**src/rtl/seg_scan_decoder.sv**
```systemverilog
// ---------------------------------------------------------------------------
// seg_scan_decoder
//   Watches a multiplexed 7-segment display bus (segments + anodes, both
//   active-low and asynchronous to clk) and recovers the BCD value shown on
//   each digit. A {anode, pattern} pair must be seen unchanged for
//   STABLE_CYCLES consecutive synchronized samples before it is committed
//   to that digit, which filters out scan transitions and ghosting.
//
// Ports
//   clk          system clock, rising edge
//   rst_n        asynchronous active-low reset
//   seg_n[6:0]   observed segments {a,b,c,d,e,f,g}, active-low
//   an_n[N-1:0]  observed anode enables, active-low, one-hot-low expected
//   digits       recovered BCD, digit i in [4i+3:4i] (4'hF when not a numeral)
//   digit_valid  digit i holds a numeral 0-9
//   digit_blank  digit i last committed the all-off pattern
//   update       one-cycle pulse per commit
//   update_idx   digit index of the commit (valid while update=1)
//   bad_pattern  one-cycle pulse with update when the pattern is unknown
//   multi_anode  one-cycle pulse per sample with two or more anodes low
// ---------------------------------------------------------------------------
module seg_scan_decoder #(
  parameter int NUM_DIGITS    = 4,
  parameter int STABLE_CYCLES = 16
) (
  input  logic                    clk,
  input  logic                    rst_n,
  input  logic [6:0]              seg_n,
  input  logic [NUM_DIGITS-1:0]   an_n,
  output logic [4*NUM_DIGITS-1:0] digits,
  output logic [NUM_DIGITS-1:0]   digit_valid,
  output logic [NUM_DIGITS-1:0]   digit_blank,
  output logic                    update,
  output logic [2:0]              update_idx,
  output logic                    bad_pattern,
  output logic                    multi_anode
);

  localparam logic [7:0]            RUN_MAX = 8'(STABLE_CYCLES);
  localparam logic [7:0]            RUN_PRE = 8'(STABLE_CYCLES - 1);
  localparam logic [NUM_DIGITS-1:0] AN_ONE  = NUM_DIGITS'(1);

  logic [6:0]              r_seg_s1, r_seg_s2, r_prev_seg;
  logic [NUM_DIGITS-1:0]   r_an_s1, r_an_s2, r_prev_an;
  logic [7:0]              r_run;
  logic [4*NUM_DIGITS-1:0] r_digits;
  logic [NUM_DIGITS-1:0]   r_valid, r_blank;
  logic                    r_update, r_bad, r_multi;
  logic [2:0]              r_idx;

  logic [NUM_DIGITS-1:0]   w_low;
  logic                    w_any, w_active, w_multi, w_same, w_commit;
  logic [2:0]              w_idx;
  logic [3:0]              w_val;
  logic                    w_is_num, w_is_blank;

  // Sample classification on the synchronized anodes
  assign w_low    = ~r_an_s2;
  assign w_any    = |w_low;
  assign w_active = w_any && ((w_low & (w_low - AN_ONE)) == '0);
  assign w_multi  = w_any && !w_active;
  assign w_same   = (r_an_s2 == r_prev_an) && (r_seg_s2 == r_prev_seg);

  // Commit exactly on the STABLE_CYCLES-1 -> STABLE_CYCLES step; once the
  // counter saturates the condition can no longer be met for this run.
  assign w_commit = w_active && w_same && (r_run == RUN_PRE);

  always_comb begin
    w_idx = '0;
    for (int i = 0; i < NUM_DIGITS; i++) begin
      if (w_low[i]) w_idx = 3'(i);
    end
  end

  always_comb begin
    w_val      = 4'hF;
    w_is_num   = 1'b1;
    w_is_blank = 1'b0;
    case (r_seg_s2)
      7'b0000001: w_val = 4'd0;
      7'b1001111: w_val = 4'd1;
      7'b0010010: w_val = 4'd2;
      7'b0000110: w_val = 4'd3;
      7'b1001100: w_val = 4'd4;
      7'b0100100: w_val = 4'd5;
      7'b0100000: w_val = 4'd6;
      7'b0001111: w_val = 4'd7;
      7'b0000000: w_val = 4'd8;
      7'b0000100: w_val = 4'd9;
      7'b1111111: begin
        w_is_num   = 1'b0;
        w_is_blank = 1'b1;
      end
      default:    w_is_num = 1'b0;
    endcase
  end

  // Two-flop synchronizers, previous-pair register and run counter
  always_ff @(posedge clk or negedge rst_n) begin
    if (!rst_n) begin
      r_seg_s1   <= '0;
      r_seg_s2   <= '0;
      r_an_s1    <= '0;
      r_an_s2    <= '0;
      r_prev_seg <= '0;
      r_prev_an  <= '0;
      r_run      <= '0;
    end else begin
      r_seg_s1   <= seg_n;
      r_seg_s2   <= r_seg_s1;
      r_an_s1    <= an_n;
      r_an_s2    <= r_an_s1;
      r_prev_seg <= r_seg_s2;
      r_prev_an  <= r_an_s2;
      if (!w_active)
        r_run <= '0;
      else if (!w_same)
        r_run <= 8'd1;
      else if (r_run != RUN_MAX)
        r_run <= r_run + 8'd1;
    end
  end

  // Digit store and event pulses
  always_ff @(posedge clk or negedge rst_n) begin
    if (!rst_n) begin
      r_digits <= '1;
      r_valid  <= '0;
      r_blank  <= '0;
      r_update <= 1'b0;
      r_idx    <= '0;
      r_bad    <= 1'b0;
      r_multi  <= 1'b0;
    end else begin
      r_update <= w_commit;
      r_bad    <= w_commit && !w_is_num && !w_is_blank;
      r_multi  <= w_multi;
      if (w_commit) r_idx <= w_idx;
      for (int i = 0; i < NUM_DIGITS; i++) begin
        if (w_commit && (w_idx == 3'(i))) begin
          r_digits[4*i +: 4] <= w_val;
          r_valid[i]         <= w_is_num;
          r_blank[i]         <= w_is_blank;
        end
      end
    end
  end

  assign digits      = r_digits;
  assign digit_valid = r_valid;
  assign digit_blank = r_blank;
  assign update      = r_update;
  assign update_idx  = r_idx;
  assign bad_pattern = r_bad;
  assign multi_anode = r_multi;

endmodule
```
**config.mk**
```make
export PLATFORM = sky130hd
export DESIGN_NAME = seg_scan_decoder
export DESIGN_NICKNAME = d
export VERILOG_FILES = /design/src/rtl/seg_scan_decoder.sv
export SDC_FILE = /design/constraint.sdc
export NUM_CORES = 1
export LEC_CHECK = 0
export CORE_MARGIN = 4
export CORE_UTILIZATION = 50
export CTS_BUF_LIST = sky130_fd_sc_hd__clkbuf_8
export CTS_CLUSTER_SIZE = 30
export DETAILED_ROUTE_END_ITERATION = 8
export GPL_ROUTABILITY_DRIVEN = 0
export PLACE_DENSITY = 0.75
export SLEW_MARGIN = 5
export SYNTH_ARGS = -nofsm -noshare
export SYNTH_HDL_FRONTEND = slang
export SYNTH_SLANG_ARGS = --single-unit
```
**constraint.sdc**
```tcl
create_clock -name clk -period 5.2 [get_ports clk]
set_input_delay 1.04 -clock clk [delete_from_list [all_inputs] [get_ports clk]]
set_output_delay 1.04 -clock clk [all_outputs]
set_load 0.05 [all_outputs]
```
==> impl_results.md <==
* Horizontal die dimension at 85.3 µm
* Unrepaired setup endpoints after global routing: no
* Peak VDD IR at 0.177 mV
* Total wirelength of the detailed-routed design at 4940 µm
* Overall power of the completed layout at 1010 µW
* Netlist Area Pre-Place at 2990 µm²
* Dominant cell type by area after synthesis: sky130_fd_sc_hd__dfrtp_1
* Synthesized instance count at approximately 220
* NumNets Final at 278
* Count of max-cap constraint violations at 0
* Insertion delay of the later-clocked pin in the worst-skew pair at 330 ps
* Critical path cell sequence: clkdlybuf4s50_1
* Total of hold buffers inserted after clock tree synthesis at 0
* Register area at about 1800 µm²
* Cell total after placement at 324
* Run status: completed
* Num Clock Sinks at 70
* Worst slew margin at 0.449
* Average vias per placed instance at 5.29
* Worst setup path category: flip-flop to output pin
* FILL cells at 427
* Number of enable flip-flop cells after synthesis at 0
* Combined buffer and inverter count along the critical path at 1
* Synth async-reset ratio at 1.00
* Final worst slack at roughly 2500 ps
* Clock-pin slew reported for the worst setup and hold paths after clock tree synthesis at 70 ps
* Depth of the CTS H-tree at 3
* Number of input and output port buffers inserted at 41
* Layout Utilization at 0.633
* Maximum number of pins on one net before global-route repair at 71
* Timing-limited maximum frequency at between 0.3 and 0.4 GHz
* Period minus WS final at 2720 ps
* Sequential cell area fraction in the yosys report at 0.593
* Final Max Slew Viols at 0
* Fraction of layout cells with a size suffix above 1 at 0.254
* Commonest cells in the synthesized netlist: sky130_fd_sc_hd__dfrtp_1, sky130_fd_sc_hd__dfstp_2, sky130_fd_sc_hd__xor2_1, sky130_fd_sc_hd__mux2_2, sky130_fd_sc_hd__nor2_1
* Endpoint class of the critical path: output pin
* Met1 Wirelength at 2300 µm
* Die Height at 85.3 µm
* Post-synth top area share at 0.452
* Accumulated negative setup slack at 0 ps
* Arrival time worst endpoint at 1680 ps
* Setup violators final at 0
* Residual overflow from global routing at 0
* Detailed-route wire length per cell at 14.5 µm
* Post-CTS Resized at 0
* Routed length on met3 at around 240 µm
* Crit share post-route at 0.523
* Top FF cell, synth: sky130_fd_sc_hd__dfrtp_1
* Pleak at 0.00152 µW
* Count of antenna-violating nets left after detailed routing at 0
* HPWL after detailed placement at 3510 µm
* Number of buffers created by CTS at 9
* Synth Net Count at 237
* Worst-path cell with the longest stage delay: sky130_fd_sc_hd__clkdlybuf4s50_1
* CTS tree: built
* Num rows at 27
* DRT iter0 DRCs at 84
* Number of placed I/O pins at 43
* Startpoint Class: flip-flop
* Number of buffers inserted to repair setup after CTS at 0
* Global-route wire length before repair at 8490 µm
* # DRC at 0
* Worst-path maximum fanout at 2
* Max stage delay on crit path at 800 ps
* Root buffer selected by CTS: sky130_fd_sc_hd__clkbuf_8
* Measured slew at the worst slew-check pin at 827 ps
* Power density of the placed cells at 283 nW/µm²
* Path category of the worst min-delay check: flip-flop to flip-flop
* Initial antenna violation count at 0
* Area of the placeable core at 5640 µm²
* Number of non-filler instances in the completed layout at 340
* Initial core utilization at 0.530
* Crit path required time at 4160 ps
* Hold Vio Cnt, Final at 0
* Ys Warns at 0
* Met2 layer wire length in the routed design at 2350 µm
* Total area of multi-input combinational cells at 1100 µm²
* Number of global-route vias before repair at 1,774
* Length of the first detailed-routing pass in iterations at 4
* Antenna diode count at 0
* Cells taking the most area after synthesis: sky130_fd_sc_hd__dfrtp_1, sky130_fd_sc_hd__dfstp_2, sky130_fd_sc_hd__mux2_2
* Count of distinct cell types in the synthesized netlist at between 40 and 50
* Top delay family on crit path: buffers and inverters
* Uppermost routed layer: met4
* DIE AREA at between 7000 and 8000 µm²
* Most used standard cell by instance count after synthesis: sky130_fd_sc_hd__dfrtp_1
* CTS max path bufs at 2
* Global routing usage summed across all routing layers at 0.149
* Worst slack at placement at 2680 ps
* Via count of the routed design at about 1,800
* Count of state elements after synthesis at 70
* Area growth, synth to finish at 19.4%
* Syn avg cell area at 13.5 µm²
* Post-route clock skew at about 8.3 ps
[final timing paths]
path / cells after the start / endpoint / slack [ps] / from
setup / recovery: 1 / digits[5] / 2480 / digits[5]$_DFFE_PN1P_
hold / removal: 0 / r_seg_s2[2]$_DFF_PN0_ / 350 / r_seg_s1[2]$_DFF_PN0_
setup reg to reg: 5 / digit_valid[1]$_DFFE_PN0P_ / 2680 / r_seg_s2[6]$_DFF_PN0_
hold reg to reg: 0 / r_seg_s2[2]$_DFF_PN0_ / 350 / r_seg_s1[2]$_DFF_PN0_
max in group asynchronous: 2 / r_seg_s2[4]$_DFF_PN0_ / 3770 / rst_n
min in group asynchronous: 2 / r_run[3]$_DFFE_PN0P_ / 890 / rst_n
[final cells by class]
class	instances	area share
inverter	5	0.00526
clock buffer	10	0.0386
sequential	70	0.496
clock inverter	6	0.0105
tap	72	0.0252
timing repair buffer	42	0.116
multi-input combinational	135	0.308
[flip-flops by register name (all words and copies together), names as in the netlist]
signal / cells
r_an_s1: 4
r_an_s2: 4
r_seg_s1: 7
r_run: 8
r_prev_seg: 7
update_idx: 2
multi_anode: 1
update: 1
digit_valid: 4
digits: 16
bad_pattern: 1
digit_blank: 4
r_seg_s2: 7
r_prev_an: 4
[kinds of logic after synthesis]
logic type,after synthesis,share of synthesized area
other,1,0.00125
adders and majority gates,2,0.00837
buffers and inverters,17,0.0393
xor gates and xnor gates,20,0.0586
and+or+nand+nor,67,0.146
muxes,26,0.109
AOI/OAI and AO/OA,19,0.0448
DFF,70,0.593
[per-stage QoR]
stage                     cell area (µm²)  hold slack, ps
after global placement               3390             332
after global routing                 3570             355
after detailed placement             3390             335
after floorplan                      2990             331
after CTS                            3570             350
final                                3570             348
[metal layers]
layer,up-vias,global-route usage
met5,-,0
met4,0,0.0777
li1,861,-
met1,889,0.198
met3,7,0.0398
met2,43,0.224
[cell usage in the layout, fill, tap and decap left out, types with 3 or more instances in the layout]
cell and instances:
sky130_fd_sc_hd__clkbuf_8 10, sky130_fd_sc_hd__inv_1 5, sky130_fd_sc_hd__nor2b_1 3, sky130_fd_sc_hd__dfstp_2 16, sky130_fd_sc_hd__or3_1 3, sky130_fd_sc_hd__nor4_1 5
sky130_fd_sc_hd__o21ai_0 6, sky130_fd_sc_hd__nand3_1 9, sky130_fd_sc_hd__xor2_1 16, sky130_fd_sc_hd__nor2_1 14, sky130_fd_sc_hd__nor3_1 4, sky130_fd_sc_hd__a21oi_1 3
sky130_fd_sc_hd__mux2_4 9, sky130_fd_sc_hd__dfrtp_1 54, sky130_fd_sc_hd__mux2_2 15, sky130_fd_sc_hd__nand2_1 8, sky130_fd_sc_hd__clkdlybuf4s50_1 40, sky130_fd_sc_hd__xnor2_1 4
[power breakdown]
part           internal (µW)  switching, µW
Combinational           22.9           32.9
Sequential               559           16.6
Clock                    183            195
(Power assumes the default switching activity.)
